===== config.mk =====
export PLATFORM = sky130hd
export DESIGN_NAME = apb_regfile_slave
export DESIGN_NICKNAME = d
export VERILOG_FILES = /design/src/rtl/apb_pkg.sv /design/src/rtl/apb_wait_counter.sv /design/src/rtl/apb_regfile_slave.sv
export SDC_FILE = /design/constraint.sdc
export NUM_CORES = 1
export LEC_CHECK = 0
export ABC_AREA = 1
export BUFFER_PORTS_ARGS = -buffer_cell sky130_fd_sc_hd__buf_4
export CORE_MARGIN = 3
export CORE_UTILIZATION = 55
export DETAILED_ROUTE_END_ITERATION = 10
export PLACE_DENSITY = 0.82
export SLEW_MARGIN = 20
export SYNTH_ARGS = -nofsm -noshare
export SYNTH_HDL_FRONTEND = slang
export SYNTH_SLANG_ARGS = --single-unit
export TNS_END_PERCENT = 100

===== constraint.sdc =====
create_clock -name PCLK -period 2.4 [get_ports PCLK]
set_clock_uncertainty 0.1 [all_clocks]
set_input_delay 0 -clock PCLK [delete_from_list [all_inputs] [get_ports PCLK]]
set_output_delay 0 -clock PCLK [all_outputs]
set_load 0.1 [all_outputs]

===== src/rtl/apb_pkg.sv =====
// Shared types, widths and address-decode helper for the APB register-file slave.
package apb_pkg;

  localparam int unsigned APB_DATA_W = 32;
  localparam int unsigned APB_ADDR_W = 32;

  typedef enum logic [1:0] {IDLE, ACCESS, DONE} apb_state_e;

  // Word-aligned, inside the bank, and not a write to the read-only top register.
  function automatic logic addr_valid(input logic [APB_ADDR_W-1:0] addr,
                                      input logic                  is_write,
                                      input int unsigned           num_regs);
    logic [APB_ADDR_W-1:0] limit;
    logic [APB_ADDR_W-1:0] top_word;
    limit    = APB_ADDR_W'(num_regs * 4);
    top_word = APB_ADDR_W'(num_regs - 1);
    return (addr[1:0] == 2'b00) && (addr < limit) &&
           !(is_write && ((addr >> 2) == top_word));
  endfunction

endpackage


===== src/rtl/apb_wait_counter.sv =====
// 4-bit wait-state counter: load at setup, count down during the access phase.
module apb_wait_counter (
  input  logic       PCLK,
  input  logic       PRESETn,
  input  logic       load,
  input  logic [3:0] load_val,
  input  logic       dec,
  output logic       zero
);

  logic [3:0] cnt;

  always_ff @(posedge PCLK or negedge PRESETn) begin
    if (!PRESETn)
      cnt <= '0;
    else if (load)
      cnt <= load_val;
    else if (dec && (cnt != '0))
      cnt <= cnt - 4'd1;
  end

  assign zero = (cnt == '0);

endmodule


===== src/rtl/apb_regfile_slave.sv =====
// APB register-file slave with programmable wait states; the top register counts committed writes.
module apb_regfile_slave
  import apb_pkg::*;
#(
  parameter int unsigned NUM_REGS    = 8,
  parameter int unsigned WAIT_STATES = 1
) (
  input  logic                  PCLK,
  input  logic                  PRESETn,
  input  logic                  PSEL,
  input  logic                  PENABLE,
  input  logic                  PWRITE,
  input  logic [APB_ADDR_W-1:0] PADDR,
  input  logic [APB_DATA_W-1:0] PWDATA,
  output logic [APB_DATA_W-1:0] PRDATA,
  output logic                  PREADY,
  output logic                  PSLVERR,
  output logic [APB_DATA_W-1:0] reg0_out
);

  localparam int unsigned IDX_W = $clog2(NUM_REGS);

  apb_state_e state, next_state;

  logic [IDX_W-1:0]      lat_idx;
  logic                  lat_write;
  logic                  lat_err;
  logic [APB_DATA_W-1:0] lat_data;

  logic [APB_DATA_W-1:0] regs [NUM_REGS-1];
  logic [APB_DATA_W-1:0] wr_count;
  logic [APB_DATA_W-1:0] read_word;

  logic wc_load, wc_dec, wc_zero;
  logic setup, enter_done, commit;

  apb_wait_counter u_wait (
    .PCLK     (PCLK),
    .PRESETn  (PRESETn),
    .load     (wc_load),
    .load_val (4'(WAIT_STATES)),
    .dec      (wc_dec),
    .zero     (wc_zero)
  );

  assign setup = (state == IDLE) && PSEL && !PENABLE;

  always_comb begin
    next_state = state;
    wc_load    = 1'b0;
    wc_dec     = 1'b0;
    case (state)
      IDLE: begin
        if (setup) begin
          wc_load    = 1'b1;
          next_state = ACCESS;
        end
      end
      ACCESS: begin
        if (!PSEL)
          next_state = IDLE;
        else if (PENABLE) begin
          if (wc_zero) next_state = DONE;
          else         wc_dec     = 1'b1;
        end
      end
      DONE:    next_state = IDLE;
      default: next_state = IDLE;
    endcase
  end

  assign enter_done = (state == ACCESS) && (next_state == DONE);
  assign commit     = (state == DONE) && lat_write && !lat_err;

  always_comb begin
    read_word = wr_count;
    for (int unsigned i = 0; i < NUM_REGS - 1; i++)
      if (lat_idx == IDX_W'(i)) read_word = regs[i];
  end

  always_ff @(posedge PCLK or negedge PRESETn) begin
    if (!PRESETn) state <= IDLE;
    else          state <= next_state;
  end

  always_ff @(posedge PCLK or negedge PRESETn) begin
    if (!PRESETn) begin
      lat_idx   <= '0;
      lat_write <= 1'b0;
      lat_err   <= 1'b0;
      lat_data  <= '0;
    end else if (setup) begin
      lat_idx   <= PADDR[2 +: IDX_W];
      lat_write <= PWRITE;
      lat_err   <= !addr_valid(PADDR, PWRITE, NUM_REGS);
      lat_data  <= PWDATA;
    end
  end

  // Commit on the edge that ends DONE; the counter index can never be written here.
  always_ff @(posedge PCLK or negedge PRESETn) begin
    if (!PRESETn) begin
      wr_count <= '0;
      for (int unsigned i = 0; i < NUM_REGS - 1; i++) regs[i] <= '0;
    end else if (commit) begin
      wr_count <= wr_count + 32'd1;
      for (int unsigned i = 0; i < NUM_REGS - 1; i++)
        if (lat_idx == IDX_W'(i)) regs[i] <= lat_data;
    end
  end

  // Response outputs are registered on entry to DONE so they are valid for exactly that cycle.
  always_ff @(posedge PCLK or negedge PRESETn) begin
    if (!PRESETn) begin
      PREADY  <= 1'b0;
      PSLVERR <= 1'b0;
      PRDATA  <= '0;
    end else begin
      PREADY  <= enter_done;
      PSLVERR <= enter_done && lat_err;
      PRDATA  <= (enter_done && !lat_write && !lat_err) ? read_word : '0;
    end
  end

  assign reg0_out = regs[0];

endmodule


==> run_results.csv, run 1 <==
group,metric,value,unit
clock_tree,cts_tree,"done",
layout,multi_input_area,5727,um2
grt,overflow,0,
placed_design,gp_congestion,0.8194,
floorplanning,die_h,174.3,um
grt,grt_pass1_vias,12730,
sta,finalHoldViolCount,0,
worst_setup_path,cp-end-kind,"flop",
yosys,synth_seq_cells,333,
placed_design,placed_cells,2394,
route,first_iter_violations,1521,
clock_tree,cts_htree_levels,2,
clock_tree,worstSkewPairLatency,0.52,ns
layout,utilization,67.19,%
grt,grtUsageTotal,26.00,%
route,vias_per_cell,5.354,
route,ant_nets,0,
sta,finalSetupViolations,0,
hold_path,min_path_type,"primary input to flop",
worst_setup_path,cp_top_family,"simple AND/OR/NAND/NOR gates",
grt,grt_max_degree,70,
yosys,synth.cell_area,15570,um2
sta,fin_ws,0.1404,ns
yosys,syn_area_per_cell,7.814,um2
sta,fin_tns_setup,0,ns
hold_path,worstHoldStart,"PWDATA[19]",
grt,antenna_found_initial,0,
floorplanning,rows,60,
yosys,synthMuxAreaShare,0,%
yosys,ys_seq_area_share,53.51,%
sta,slew_violations,0,
route,drtPass1Iterations,8,
yosys,synthesis.instances,1993,
yosys,synthDistinctLibCells,25,
yosys,synthAdderAreaFrac,0.1607,%
worst_setup_path,arrival,2.51,ns
sta,holdWs,0.1307,ns
yosys,synth_edf_count,0,
route,via_count,13430,
layout,finalNonFillerCells,2508,
route,wirelength,39620,um
placed_design,post-place-ws,0.2231,ns
sta,period_needed,2.260,ns
clock_tree,path_clk_slew,0.06,ns
worst_setup_path,cpMaxStageDelayCell,"or2_2",
yosys,synthArstFlopShare,100.0,%
route,drcViolationCount,0,
sta,tightestPinTransition,1.031,ns
worst_setup_path,r2r_end,"regs[173]",
pwr,fin_total_pwr,14.39,mW
floorplanning,ios,135,
clock_tree,clk_path_buf_depth,3,
worst_setup_path,reg2reg_depth,5,
sta,max_slew_margin,31.29,%
yosys,synth-compound-area-share,10.90,%
worst_setup_path,crit_buf_inv,1,
yosys,synth_xor_area_share,1.631,%
worst_setup_path,required,2.65,ns
worst_setup_path,r2r-start,"lat_err",
job,max-cap-violations,0,
grt,grt_pass1_wl,65360,um
layout,seqCellArea,8333,um2
placed_design,dp_hpwl,26160,um
layout,drive_above_1_share,10.91,%
worst_setup_path,critPathMaxFanout,64,
floorplanning,fp.dieArea,30370,um2
worst_setup_path,r2r_slack,0.14,ns
layout,diodes,0,
clock_tree,root_buffer,"clkbuf_16",
sta,fin_crit_sh,94.15,%
pwr,irDropWorstVdd,0.4558,mV
floorplanning,die_w,174.3,um
hold_path,min_to,"lat_data[19]",
pwr,p_leak,8.876,nW
layout,syn_to_final_growth,18.22,%
yosys,synthFlopType,"dfrtp_1",
clock_tree,cts.sinks,333,
route,m1WireLength,18110,um
route,wl_met2,17800,um
worst_setup_path,crit_chain,"inv_1, nand4_2, or2_2, nand2_1, o21ai_1",
layout,nets,2183,
floorplanning,start_util,56.84,%
layout,num-fill-cells,2128,
floorplanning,core-area,27400,um2
placed_design,place_area,16720,um2
worst_setup_path,critPathLaunchType,"flop",
sta,rsz0062_at_grt,"false",
clock_tree,numCtsBuffers,36,
placed_design,portBuffers,134,
status,status,"finished clean",
yosys,synth_top_family_by_area,"simple AND/OR/NAND/NOR gates",
route,top_layer,"met4",
yosys,synth_simple_gate_area_share,23.93,%
layout,finalInstanceArea,18410,um2
yosys,syn-num-nets,2064,
route,avgRoutedWirePerCell,15.80,um
layout,final_common_cell,"nand2_1",
hold_path,min_path_cells,4,
sta,clock.fmax,442.6,MHz
layout,mostFrequentLayoutCells,"nand2_1 (559), dfrtp_1 (333), o21ai_0 (276)",
worst_setup_path,path_class,"flop to flop",
pwr,p_per_area,781.8,nW/um2
worst_setup_path,max_stage_delay,0.81,ns
yosys,yosys_warnings,0,
route,wl_met3,2995,um
==> power breakdown <==
group | switching (mW) | internal [mW]
sequential | 0.101 | 5.81
combinational | 2.16 | 0.859
clock | 2.20 | 3.27
total | 4.46 | 9.94
==> registers in the layout, summed over array words and instances (netlist names) <==
signal and count:
wr_count 32, PRDATA 32, state 2, PSLVERR 1, lat_idx 3, reg0_out 32, PREADY 1, lat_err 1
regs 192, lat_data 32, u_wait.cnt 4, lat_write 1
==> worst max-delay path by stage <==
stage	from	endpoint	slack (ns)	cells after the start
after floorplan	u_wait.cnt[0]	PRDATA[10]	0.61	9
after global placement	lat_err	regs[169]	0.33	5
after detailed placement	lat_err	regs[190]	0.22	5
after CTS	lat_err	regs[170]	0.17	5
after global routing	u_wait.cnt[0]	PRDATA[31]	0.03	9
final	lat_err	regs[173]	0.14	5
==> metal layers <==
metal | global-route usage (%) | vias up
met5 | 0 | -
met4 | 6.267 | 0
met3 | 4.653 | 61
met2 | 39.25 | 518
met1 | 39.38 | 6387
li1 | - | 6463
==> cell type report <==
class | instances | area share (%)
clock buffer | 54 | 5.749
clock inverter | 8 | 0.5912
inverter | 232 | 4.730
multi-input combinational | 1290 | 31.10
sequential | 333 | 45.26
tap | 372 | 2.528
timing repair buffer | 219 | 10.04
==> Yosys cell counts (4+ instances only) <==
| library cell | count | share of area, % |
|---|---|---|
| buf_1 | 4 | 0.096 |
| nand4_1 | 6 | 0.24 |
| nand3_1 | 151 | 4.9 |
| a21oi_1 | 33 | 1.1 |
| buf_4 | 33 | 1.6 |
| xor2_1 | 29 | 1.6 |
| dfrtp_1 | 333 | 54 |
| nand2_1 | 560 | 13 |
| nor3_1 | 22 | 0.71 |
| o21ai_0 | 276 | 8.9 |
| o21ai_1 | 29 | 0.93 |
| nor4_1 | 6 | 0.24 |
| clkbuf_1 | 82 | 2.0 |
| buf_2 | 19 | 0.61 |
| inv_1 | 227 | 5.5 |
| nor2_1 | 170 | 4.1 |
| inv_2 | 4 | 0.096 |
==> worst reg2reg max path: cells and delay by family, from the launching register on <==
kind | cells | cell delay [ns]
flops | 1 | 0.40
buf+inv | 1 | 0.09
compound gates | 1 | 0.09
simple gates | 3 | 1.41
==> logic make-up (layout without fill, tap and decap cells) <==
| family | Yosys count | in the layout |
|---|---|---|
| DFF | 333 | 333 |
| AOI/OAI and AO/OA | 339 | 339 |
| xor gates and xnor gates | 29 | 29 |
| buffers and inverters | 370 | 513 |
| adders and majority gates | 2 | 2 |
| and+or+nand+nor | 920 | 920 |
==> repair_timing <==
action | in CTS | in global routing
endpoints found under the hold margin | 378 | 0
hold buffers | 52 | 0
endpoints found under the setup margin | 0 | 3
setup buffers | 0 | 0
gates resized for setup | 0 | 1
(Power assumes the default switching activity.)
==> run 2, diff against run 1 <==
--- a/config.mk
+++ b/config.mk
@@ -10,7 +10,7 @@
 export CORE_MARGIN = 3
 export CORE_UTILIZATION = 55
 export DETAILED_ROUTE_END_ITERATION = 10
-export PLACE_DENSITY = 0.82
+export PLACE_DENSITY = 0.75
 export SLEW_MARGIN = 20
 export SYNTH_ARGS = -nofsm -noshare
 export SYNTH_HDL_FRONTEND = slang
==> run_results.csv, run 2 (synthesis gave the netlist of run 1 again) <==
group,metric,value,unit
worst_setup_path,required,2.76,ns
clock_tree,cts_setup_buffers,0,
floorplanning,ios,135,
grt,overflow,0,
placed_design,dp_hpwl,26240,um
clock_tree,ctsResizeCount,0,
floorplanning,die_w,174.3,um
route,drtPass1Iterations,6,
sta,finalHoldViolCount,0,
route,drcViolationCount,0,
layout,final_common_cell,"nand2_1",
grt,grtUsageTotal,25.65,%
clock_tree,worstSkewPairLatency,0.52,ns
floorplanning,start_util,56.84,%
worst_setup_path,critPathMaxFanout,41,
worst_setup_path,r2r_end,"lat_idx[0]",
grt,met3_usage,4.391,%
worst_setup_path,path_class,"flop to flop",
pwr,p_per_area,776.1,nW/um2
route,wirelength,38630,um
sta,fin_crit_sh,90.73,%
worst_setup_path,r2r_slack,0.22,ns
route,avgRoutedWirePerCell,15.40,um
clock_tree,clk_path_buf_depth,3,
clock_tree,cts.sinks,333,
route,vias_per_cell,5.266,
route,first_iter_violations,1236,
hold_path,min_path_type,"primary input to flop",
floorplanning,die_h,174.3,um
grt,use_met2,37.01,%
clock_tree,cts_tree,"done",
sta,clock.fmax,459.2,MHz
layout,nets,2184,
sta,slew_violations,0,
clock_tree,numCtsBuffers,36,
pwr,p_leak,8.857,nW
sta,tightestPinTransition,1.018,ns
sta,finalSetupViolations,0,
worst_setup_path,max_stage_delay,0.55,ns
worst_setup_path,cp-end-kind,"flop",
grt,use_met1,40.71,%
worst_setup_path,cpMaxStageDelayCell,"dlygate4sd3_1",
clock_tree,path_clk_slew,0.06,ns
layout,mostFrequentLayoutCells,"nand2_1 (559), dfrtp_1 (333), o21ai_0 (276)",
floorplanning,fp.dieArea,30370,um2
worst_setup_path,reg2reg_depth,7,
hold_path,min_path_cells,4,
sta,max_slew_margin,32.16,%
worst_setup_path,crit_chain,"nor2_1, nand3_1, clkinv_1, buf_4, nand2_1, nand2_1, dlygate4sd3_1",
worst_setup_path,critPathLaunchType,"flop",
grt,grt_pass1_vias,12450,
layout,regMostFlops,"regs",
pwr,irDropWorstVdd,0.4417,mV
hold_path,min_to,"lat_data[16]",
layout,finalNonFillerCells,2508,
sta,fin_tns_setup,0,ns
grt,antenna_found_initial,0,
placed_design,gp_congestion,0.9176,
grt,grt-busiest-layer,"met1",
worst_setup_path,cp_common_cell,"nand2_1",
route,ant_nets,0,
grt,grt_pass1_wl,64320,um
clock_tree,root_buffer,"clkbuf_16",
layout,diodes,0,
status,status,"finished clean",
placed_design,post-place-ws,0.2626,ns
worst_setup_path,arrival,2.54,ns
floorplanning,core-area,27400,um2
worst_setup_path,crit_buf_inv,3,
layout,syn_to_final_growth,17.93,%
job,max-cap-violations,0,
sta,fin_ws,0.2225,ns
hold_path,worstHoldStart,"PWDATA[16]",
layout,drive_above_1_share,10.96,%
worst_setup_path,cp_top_family,"buffers and inverters",
clock_tree,cts_htree_levels,2,
sta,period_needed,2.178,ns
route,via_count,13210,
sta,rsz0062_at_grt,"false",
worst_setup_path,r2r-start,"state[1]",
placed_design,portBuffers,134,
placed_design,placed_cells,2397,
layout,largest_register_ff_count,192,
floorplanning,rows,60,
layout,utilization,67.03,%
grt,grt_max_degree,67,
-- run 2: cell count changes in the layout (fill, tap and decap cells not counted), sizes merged --
cell,previous run,this run
buf,167,170
dlygate4sd3,52,50
bufinv,2,1
clkinv,7,8
inv,231,230
-- run 2: layer usage --
metal	vias to the layer above	routed length, um
met5	-	0
met4	0	672
met3	50	2735
met2	465	16270
met1	6235	18950
li1	6456	-
-- run 2: how the worst max path moves through the flow --
stage | startpoint | endpoint | slack [ns] | cells past startpoint
after floorplan | u_wait.cnt[0] | PRDATA[10] | 0.61 | 9
after global placement | lat_err | regs[189] | 0.32 | 5
after detailed placement | lat_err | regs[167] | 0.26 | 4
after CTS | lat_err | regs[167] | 0.22 | 4
after global routing | u_wait.cnt[0] | PRDATA[2] | 0.02 | 9
final | state[1] | lat_idx[0] | 0.22 | 7
-- run 2: repair_timing --
action | in CTS | in global routing
endpoints found under the setup margin | 0 | 0
hold endpoints to repair | 377 | 0
hold buffers | 50 | 0
-- run 2: where the power goes --
group	internal (mW)	switching (mW)	leakage [nW]	total [mW]
clock network	3.12	2.22	0.554	5.34
registers	5.81	0.0952	4.58	5.91
logic	0.849	2.16	3.72	3.01
total	9.78	4.47	8.86	14.3
-- run 2: area by class of cell --
cell class | count | area, um2
Clock buffer | 54 | 1049
Clock inverter | 7 | 75.07
Fill cell | 2238 | 9035
Inverter | 232 | 870.8
Multi-Input combinational cell | 1290 | 5727
Sequential cell | 333 | 8333
Tap cell | 372 | 465.4
Timing Repair Buffer | 220 | 1847
-- run 2: tightest hold or removal path, cell delays in order --
cell and delay, ns:
dlygate4sd3_1 0.52, buf_4 0.09, nand2_1 0.04, o21ai_0 0.05
-- run 2: metrics by stage --
| step | hold slack (ns) | power, mW | instance area [um2] |
|---|---|---|---|
| 2_1_floorplan | -0.3956 | 7.815 | 15570 |
| 3_3_place_gp | -0.1003 | 8.800 | 16740 |
| 3_5_place_dp | -0.09592 | 8.871 | 16740 |
| 4_1_cts | 0.1043 | 14.28 | 18370 |
| 5_1_grt | 0.1325 | 14.94 | 18370 |
| 6_report | 0.1172 | 14.25 | 18370 |
==> run 3, diff against run 2 <==
--- a/config.mk
+++ b/config.mk
@@ -8,9 +8,9 @@
 export ABC_AREA = 1
 export BUFFER_PORTS_ARGS = -buffer_cell sky130_fd_sc_hd__buf_4
 export CORE_MARGIN = 3
-export CORE_UTILIZATION = 55
+export CORE_UTILIZATION = 60
 export DETAILED_ROUTE_END_ITERATION = 10
-export PLACE_DENSITY = 0.75
+export PLACE_DENSITY = 0.81
 export SLEW_MARGIN = 20
 export SYNTH_ARGS = -nofsm -noshare
 export SYNTH_HDL_FRONTEND = slang
==> run_results.csv, run 3 (synthesis gave the netlist of run 1 again) <==
group,metric,value,unit
worst_setup_path,crit_chain,"inv_1, ha_1, inv_1, nor3_1, nand2_1, nor3_2, buf_4, o21ai_0, a21oi_1",
placed_design,dp_hpwl,26060,um
worst_setup_path,arrival,2.54,ns
layout,diodes,0,
route,vias_per_cell,5.404,
layout,seqCellArea,8333,um2
layout,syn_to_final_growth,17.29,%
clock_tree,cts.sinks,333,
worst_setup_path,r2r-start,"u_wait.cnt[1]",
pwr,irDropWorstVdd,0.5654,mV
route,drtPass1Iterations,6,
floorplanning,ios,135,
worst_setup_path,cp_common_cell,"inv_1",
clock_tree,cts_tree,"done",
sta,slew_violations,0,
sta,tightestPinTransition,1.052,ns
route,via_count,13290,
pwr,fin_total_pwr,14.10,mW
job,max-cap-violations,0,
placed_design,portBuffers,134,
floorplanning,fp.dieArea,27930,um2
layout,drive_above_1_share,10.66,%
status,status,"finished clean",
route,drcViolationCount,0,
route,first_iter_violations,1443,
clock_tree,clk_path_buf_depth,3,
placed_design,place_area,16690,um2
placed_design,gp_congestion,0.8698,
layout,largest_register_ff_count,192,
layout,utilization,72.12,%
layout,num-fill-cells,1877,
grt,grtUsageTotal,28.19,%
layout,regMostFlops,"regs",
placed_design,placed_cells,2352,
sta,rsz0062_at_grt,"false",
worst_setup_path,cpMaxStageDelayCell,"dfrtp_1",
route,avgRoutedWirePerCell,15.87,um
clock_tree,path_clk_slew,0.06,ns
worst_setup_path,max_stage_delay,0.39,ns
layout,finalNonFillerCells,2460,
hold_path,worstHoldStart,"PWDATA[31]",
worst_setup_path,critPathMaxFanout,32,
worst_setup_path,critPathLaunchType,"flop",
floorplanning,die_h,167.1,um
layout,multi_input_area,5727,um2
clock_tree,numCtsBuffers,35,
floorplanning,rows,58,
floorplanning,die_w,167.1,um
layout,finalInstanceArea,18270,um2
clock_tree,cts_htree_levels,2,
sta,finalHoldViolCount,0,
clock_tree,worstSkewPairLatency,0.52,ns
layout,mostFrequentLayoutCells,"nand2_1 (559), dfrtp_1 (333), o21ai_0 (276)",
placed_design,post-place-ws,0.2797,ns
floorplanning,start_util,61.49,%
sta,fin_tns_setup,0,ns
sta,fin_crit_sh,91.86,%
worst_setup_path,cp-end-kind,"flop",
worst_setup_path,required,2.74,ns
worst_setup_path,crit_start,"u_wait.cnt[1]",
pwr,p_leak,8.822,nW
layout,nets,2179,
grt,grt_pass1_wl,65080,um
sta,period_needed,2.205,ns
route,wirelength,39030,um
sta,max_slew_margin,29.84,%
sta,fin_ws,0.1954,ns
floorplanning,core-area,25330,um2
layout,final_common_cell,"nand2_1",
sta,finalSetupViolations,0,
grt,antenna_found_initial,0,
sta,clock.fmax,453.6,MHz
hold_path,min_path_type,"primary input to flop",
grt,grt_max_degree,72,
worst_setup_path,path_class,"flop to flop",
route,ant_nets,0,
pwr,p_per_area,772.0,nW/um2
clock_tree,root_buffer,"clkbuf_16",
grt,overflow,0,
grt,grt_pass1_vias,12570,
sta,holdWs,0.1186,ns
==> run 3: cell types whose count changed in the layout (fill, tap and decap cells not counted), moves of 2 or more <==
cell      change
buf_12        +2
clkbuf_8      -2
clkbuf_1      +2
buf_4         -5
clkinv_2      -2
==> run 3: critical path, delay by kind of cell (launching register included) <==
kind / cells / cell delay, ns
buf+inv: 3 / 0.50
fa+ha+maj: 1 / 0.17
simple gates: 3 / 0.57
compound gates: 2 / 0.39
flops: 1 / 0.39
==> run 3: report_power, final <==
| part | switching, mW | leakage [nW] | internal, mW |
|---|---|---|---|
| Clock | 2.17 | 0.525 | 3.00 |
| Sequential | 0.103 | 4.58 | 5.81 |
| Combinational | 2.16 | 3.71 | 0.858 |
==> run 3: area by class of cell <==
cell class	instances	share of cell area [%]
Clock inverter	6	0.4384
Clock buffer	53	5.494
Timing Repair Buffer	216	10.07
Sequential cell	333	45.62
Multi-Input combinational cell	1290	31.35
Inverter	232	4.767
Tap cell	330	2.260
==> run 3: path summary, 6_finish.rpt <==
path,end,slack [ns],cells past startpoint
max in group asynchronous,regs[124],0.92,4
worst min register to register,wr_count[12],0.36,1
min in group asynchronous,wr_count[6],0.48,3
worst max register to register,PRDATA[31],0.20,9
worst min-delay path,lat_data[31],0.12,4
worst max-delay path,PRDATA[31],0.20,9
==> run 3: layer usage <==
metal / track usage (%) / up-vias / share of wire (%)
met5: 0 / - / 0
met4: 6.600 / 0 / 1.7
met3: 4.627 / 50 / 7.3
met2: 42.60 / 517 / 45
met1: 43.40 / 6281 / 46
li1: - / 6446 / -
==> run 3: repair_timing <==
item,in CTS,in global routing
gates resized for setup,0,0
setup buffers,0,0
hold buffers,49,0
hold endpoints to repair,377,0
